==> src/rtl/storage_pkg.sv <==
// Shared types for the storage read responder: FSM states, master indices, counter width.
// Latency: n/a (declarations only). Backpressure: n/a.
// Consumers import storage_pkg::*.
package storage_pkg;

    typedef enum logic [1:0] {
        IDLE  = 2'd0,
        ISSUE = 2'd1,
        WAIT  = 2'd2,
        RESP  = 2'd3
    } rd_state_e;

    localparam logic MST_FETCH = 1'b0;
    localparam logic MST_EXEC  = 1'b1;

    // Wide enough to count up to the largest supported MEM_LAT (4).
    localparam int LAT_CNT_W = 3;

endpackage

==> src/rtl/storage_read_responder_arb.sv <==
// read_grant_arb: picks which master is granted (STORAGE_READ_RR_EN selects round-robin, else exec-priority).
// Latency: combinational. Backpressure: none; the caller only samples the grant when en is high.
// ptr is the index granted last; round-robin hands a tie to the other master.
module read_grant_arb
    import storage_pkg::*;
(
    input  logic req_fetch,
    input  logic req_exec,
    input  logic ptr,
    input  logic en,
    output logic gnt
);

`ifdef STORAGE_READ_RR_EN
    always_comb begin
        gnt = MST_FETCH;
        if (en) begin
            if (req_fetch && req_exec)
                gnt = ~ptr;
            else if (req_exec)
                gnt = MST_EXEC;
            else
                gnt = MST_FETCH;
        end
    end
`else
    logic unused_ptr;
    assign unused_ptr = ptr ^ req_fetch;
    assign gnt = (en && req_exec) ? MST_EXEC : MST_FETCH;
`endif

endmodule

==> src/rtl/storage_read_responder.sv <==
// Arbitrates two read masters onto one fixed-latency memory port (macro STORAGE_READ_RR_EN: round-robin ties).
// Latency: request edge to readFin is MEM_LAT+2 cycles; back-to-back grants issue straight from RESP.
// Backpressure: a master holds readEn until its readFin; the memory side never stalls.
module storage_read_responder
    import storage_pkg::*;
#(
    parameter int ADDR_W  = 28,
    parameter int MEM_LAT = 1
) (
    input  logic              clk,
    input  logic              rst,
    input  logic              fetch_readEn,
    input  logic [ADDR_W-1:0] fetch_readAddr,
    output logic [31:0]       fetch_readData,
    output logic              fetch_readFin,
    input  logic              exec_readEn,
    input  logic [ADDR_W-1:0] exec_readAddr,
    output logic [31:0]       exec_readData,
    output logic              exec_readFin,
    output logic              mem_rdEn,
    output logic [ADDR_W-3:0] mem_rdAddr,
    input  logic [31:0]       mem_rdData,
    output logic              readIdxMaster,
    output logic              busy
);

    rd_state_e            state;
    logic [LAT_CNT_W-1:0] lat_cnt;
    logic                 rr_ptr;
    logic                 req_fetch;
    logic                 req_exec;
    logic                 arb_en;
    logic                 gnt;
    logic                 unused_addr_lsb;

    assign unused_addr_lsb = ^{fetch_readAddr[1:0], exec_readAddr[1:0]};

    // The master finishing in RESP must not win again in the same cycle.
    assign req_fetch = fetch_readEn && !(state == RESP && readIdxMaster == MST_FETCH);
    assign req_exec  = exec_readEn  && !(state == RESP && readIdxMaster == MST_EXEC);
    assign arb_en    = (state == IDLE) || (state == RESP);
    assign busy      = (state != IDLE);

    read_grant_arb u_arb (
        .req_fetch (req_fetch),
        .req_exec  (req_exec),
        .ptr       (rr_ptr),
        .en        (arb_en),
        .gnt       (gnt)
    );

    always_ff @(posedge clk or posedge rst) begin
        if (rst) begin
            state          <= IDLE;
            lat_cnt        <= '0;
            rr_ptr         <= MST_FETCH;
            readIdxMaster  <= MST_FETCH;
            mem_rdEn       <= 1'b0;
            mem_rdAddr     <= '0;
            fetch_readFin  <= 1'b0;
            exec_readFin   <= 1'b0;
            fetch_readData <= '0;
            exec_readData  <= '0;
        end else begin
            mem_rdEn      <= 1'b0;
            fetch_readFin <= 1'b0;
            exec_readFin  <= 1'b0;
            case (state)
                IDLE, RESP: begin
                    if (req_fetch || req_exec) begin
                        state         <= ISSUE;
                        readIdxMaster <= gnt;
                        rr_ptr        <= gnt;
                        mem_rdEn      <= 1'b1;
                        mem_rdAddr    <= (gnt == MST_EXEC) ? exec_readAddr[ADDR_W-1:2]
                                                           : fetch_readAddr[ADDR_W-1:2];
                    end else begin
                        state <= IDLE;
                    end
                end
                ISSUE: begin
                    state   <= WAIT;
                    lat_cnt <= LAT_CNT_W'(1);
                end
                WAIT: begin
                    // Memory data is valid on the MEM_LAT-th cycle after the strobe.
                    if (lat_cnt == LAT_CNT_W'(MEM_LAT)) begin
                        state   <= RESP;
                        lat_cnt <= '0;
                        if (readIdxMaster == MST_EXEC) begin
                            exec_readData <= mem_rdData;
                            exec_readFin  <= 1'b1;
                        end else begin
                            fetch_readData <= mem_rdData;
                            fetch_readFin  <= 1'b1;
                        end
                    end else begin
                        lat_cnt <= lat_cnt + LAT_CNT_W'(1);
                    end
                end
                default: state <= IDLE;
            endcase
        end
    end

endmodule
==> config.mk <==
export PLATFORM = sky130hd
export DESIGN_NAME = storage_read_responder
export DESIGN_NICKNAME = d
export VERILOG_FILES = /design/src/rtl/storage_pkg.sv /design/src/rtl/storage_read_responder_arb.sv /design/src/rtl/storage_read_responder.sv
export SDC_FILE = /design/constraint.sdc
export NUM_CORES = 1
export LEC_CHECK = 0
export CORE_UTILIZATION = 40
export DETAILED_ROUTE_END_ITERATION = 10
export PLACE_DENSITY = 0.74
export REMOVE_ABC_BUFFERS = 1
export SYNTH_ARGS = -nofsm -noshare
export SYNTH_HDL_FRONTEND = slang
export SYNTH_SLANG_ARGS = --single-unit
export TNS_END_PERCENT = 20
==> constraint.sdc <==
create_clock -name clk -period 4.2 [get_ports clk]
set_input_delay 1.05 -clock clk [delete_from_list [all_inputs] [get_ports clk]]
set_output_delay 1.05 -clock clk [all_outputs]
set_load 0.1 [all_outputs]
### Word level (Yosys, flattened, before mapping)

Cells that the tools add are included.

| operators by class | value |
|---|---|
| $add $sub $neg | 1 |
| equal/unequal tests | 5 |
| muxes and demuxes | 15 |
| bitwise gates (word level) | 1 |
| reduce and logical (&&, ||, !) cells | 16 |

Operators by type and width:

| cell | count |
|---|---|
| $mux W26 | 1 |
| $mux W1 | 10 |
| $pmux W2 S3 | 1 |
| $pmux W3 S2 | 1 |
| $reduce_and A3 Y1 | 2 |
| $logic_and A1 B1 Y1 | 5 |
| $eq A2 B2 Y1 const B | 2 |
| $reduce_bool A2 Y1 | 2 |
| $add A3 B1 Y3 const B | 1 |
| $eq A3 B1 Y1 const B | 1 |
| $mux W3 | 1 |
| $eq A2 B1 Y1 const B | 1 |
| $logic_not A1 Y1 | 2 |
| $logic_not A2 Y1 | 1 |
| $logic_or A1 B1 Y1 | 2 |
| $mux W2 | 1 |
| $ne A2 B2 Y1 const B | 1 |
| $reduce_and A2 Y1 | 1 |
| $reduce_or A2 Y1 | 1 |
| $not A1 Y1 | 1 |

| storage, ports and cells | value |
|---|---|
| bits in registers | 99 |
| input bits | 92 |

### Logic depth before layout (Yosys ltp)

| logic depth | value |
|---|---|
| depth in word-level cells | 7 |
| depth in mapped cells | 8 |

### Cells and area by module

Synthesis repeated with hierarchy kept, for this count alone.

| second synthesis, totals | value |
|---|---|
| cells, all modules | 263 |
| area, all modules | 4249.1 µm² |

Modules (own cells, without submodules):

| module | times used | cells an instance | area an instance (µm²) | sequential area each (µm²) |
|---|---|---|---|---|
| storage_read_responder | 1 | 262 | 4242.8 | 2477.4 |
| read_grant_arb | 1 | 1 | 6.3 | 0.0 |

### Least setup slack after synthesis

Ideal clock, no wire load.

| timing path | value |
|---|---|
| path type | register -> output |
| start | reg state[0] |
| end | out busy |
| arrival | 1171 ps |
| slack | 1979 ps |
| cell stages (with the launch flop) | 4 |
| path buffers | 0 |
| path through | dfrtp_1 -> inv_1 -> ha_1 -> inv_1 |

| between the ends | value |
|---|---|
| word-level cells in the longest chain between the ends | 1 |

Ends and longest elaborated chain:

| item | RTL line | source |
|---|---|---|
| from (decl) | storage_read_responder.sv:27 | `rd_state_e state;` |
| from (signal assigned) | storage_read_responder.sv:54 | `state <= IDLE;` |
| from (signal assigned) | storage_read_responder.sv:71 | `state <= ISSUE;` |
| from (signal assigned) | storage_read_responder.sv:78 | `state <= IDLE;` |
| $reduce_bool A2 Y1 | storage_read_responder.sv:42 | `assign busy = (state != IDLE);` |
| to (decl) | storage_read_responder.sv:24 | `output logic busy` |

No other way between the ends.

### Final worst setup path

Same ends and word-level chain as after synthesis.

==> flow_metrics.tcl <==
set metrics [dict create \
    vias 2938 \
    cts_tree "yes" \
    post_dp_cell_area_um2 5990 \
    fin_worst_skew_ps 8.87 \
    grt_max_degree 81 \
    ys_async_sr_fraction 1.00 \
    drtIter0Drc 22 \
    path_cells "inv_1, ha_1, inv_1, clkdlybuf4s50_1" \
    drive_gt1_frac 0.185 \
    nNetsFinal 572 \
    placed_cells 599 \
    final_cells 615 \
    start_kind "flop" \
    root_buffer "clkbuf_8" \
    final_common_cell "clkdlybuf4s50_1" \
    synth-seq-area-share 0.609 \
    core_area_um2 9820 \
    setup-violations-final 0 \
    viasPerCell 4.78 \
    antenna_left 0 \
    first_pass_iters 4 \
    r2r_start "state[0]" \
    post_cts_buffers 0 \
    tightest_slew_ps 1020 \
    final_area_um2 6200 \
    grt_setup_unrepaired "no" \
    synth_area_um2 4070 \
    remaining_drc_errors 0 \
    synth_edf_count 0 \
    netlist-cell-type-count 26 \
    start_util 0.414 \
    hpwl_mm 6.83 \
    grt-ovfl-total 0 \
    syn_to_final_growth_pct 52.5 \
    hold_path_class "reg -> reg" \
    status "finished, final reports clean" \
    relSlewSlack 0.319 \
    synthFlopType "dfrtp_1" \
    crit_required_ps 3150 \
    path_clk_slew_ps 90 \
    finish.utilization 0.632 \
    grt_pass1_vias 3102 \
    die_x_um 103 \
    io_buffers 182 \
    crit_type "reg -> out" \
    worstHoldStart "fetch_readData[21]" \
    cts_hold_buf 0 \
    gp_congestion 0.690 \
    post-route-period-util 0.771 \
    crit_start "state[0]" \
    worstSetupEndpointType "output port" \
    antenna_found_initial 0 \
    maxSlewViolCount 0 \
    crit_slowest_cell "clkdlybuf4s50_1" \
    fin_crit_ps 3240 \
    yosysWarnings 0 \
    clkLatencyLatePin_ps 360 \
    path_max_fanout 3 \
    arrival_ps 2190 \
    cts.sinks 99 \
    ys_ff_latch 99 \
    routed_wl_mm 9.50 \
    n_antenna_cell 0 \
    wl_per_cell_um 15.5 \
    layout_common_cells "clkdlybuf4s50_1 (182), dfrtp_1 (99), mux2_2 (63)" \
    cp_common_cell "inv_1" \
    drv_cap 0 \
    max_freq_mhz 309 \
    rows 36 \
    num_io_pins 187 \
    avgSynthCellArea_um2 13.8 \
    clockBufferDepth 2 \
    cts_buffers 9 \
    track_usage 0.190 \
    dieArea_um2 10600 \
    synthCells 295 \
    hold_violations 0 \
    htree_levels 3 \
    die_h_um 103 \
    ctsResizeCount 0 \
    crit_path_max_incr_delay_ps 1120 \
    grt_pass1_wl_mm 15.0 \
]
-- registers in the layout, summed over array words and instances, names as in the netlist --
register        count
state               2
exec_readData      32
fetch_readFin       1
fetch_readData     32
readIdxMaster       1
lat_cnt             3
exec_readFin        1
mem_rdEn            1
mem_rdAddr         26
-- final timing paths --
check                                     end  slack (ps)  cells past startpoint
max                                      busy         960                      4
min reg2reg                fetch_readData[21]         500                      1
min                        fetch_readData[21]         500                      1
min in group asynchronous  fetch_readData[31]        1260                      2
max in group asynchronous  fetch_readData[24]        2190                      3
max reg2reg                     mem_rdAddr[1]        2140                      6
-- cell usage after synthesis, drive strengths merged, types with 2 or more instances --
master	n	area [um2]
mux2i	27	270
nand2b	2	12.5
nor2	29	109
a21oi	27	135
a211oi	2	27.5
inv	7	26.3
o21ai	4	20.0
buf	16	123
mux2	64	721
dfrtp	99	2480
nand2	5	18.8
ha	3	37.5
-- cell type report --
cell class,count,area [um2]
well taps,133,166
fillers,832,3620
multi-input cells,172,1450
repair buffers,188,1870
flip-flops and latches,99,2480
clock buffers,13,169
inverters,7,28.8
clock inverters,3,45.0
-- cells by family after synthesis --
logic type	share of synthesized area
DFF	0.609
muxes	0.244
and+or+nand+nor	0.0492
AOI/OAI and AO/OA	0.0514
buffers and inverters	0.0375
adders and majority gates	0.00923
-- routing by layer --
metal  GRT usage  vias to the layer above  part of all wire
met5           0                        -                 0
met4      0.0921                        0             0.016
met3      0.0651                       13             0.088
met2       0.326                      102              0.51
met1       0.211                     1428              0.39
li1            -                     1395                 -
-- worst max-delay path: cells and delay by family (launching register included) --
family     cells  cell delay (ps)
buf+inv        3             1250
flops          1              380
fa+ha+maj      1              190
-- per-stage QoR --
step / setup slack (ps) / setup TNS [ps] / hold WS, ps
final: 963 / 0 / 501
after global routing: 872 / 0 / 526
after CTS: 929 / 0 / 504
after detailed placement: 1350 / 0 / 483
after global placement: 1370 / 0 / 471
after floorplan: -355 / -9230 / 494
Power is left out: the tool's default activity adds up to more than one toggle a clock period on the data nets, which glitch-free logic cannot reach.
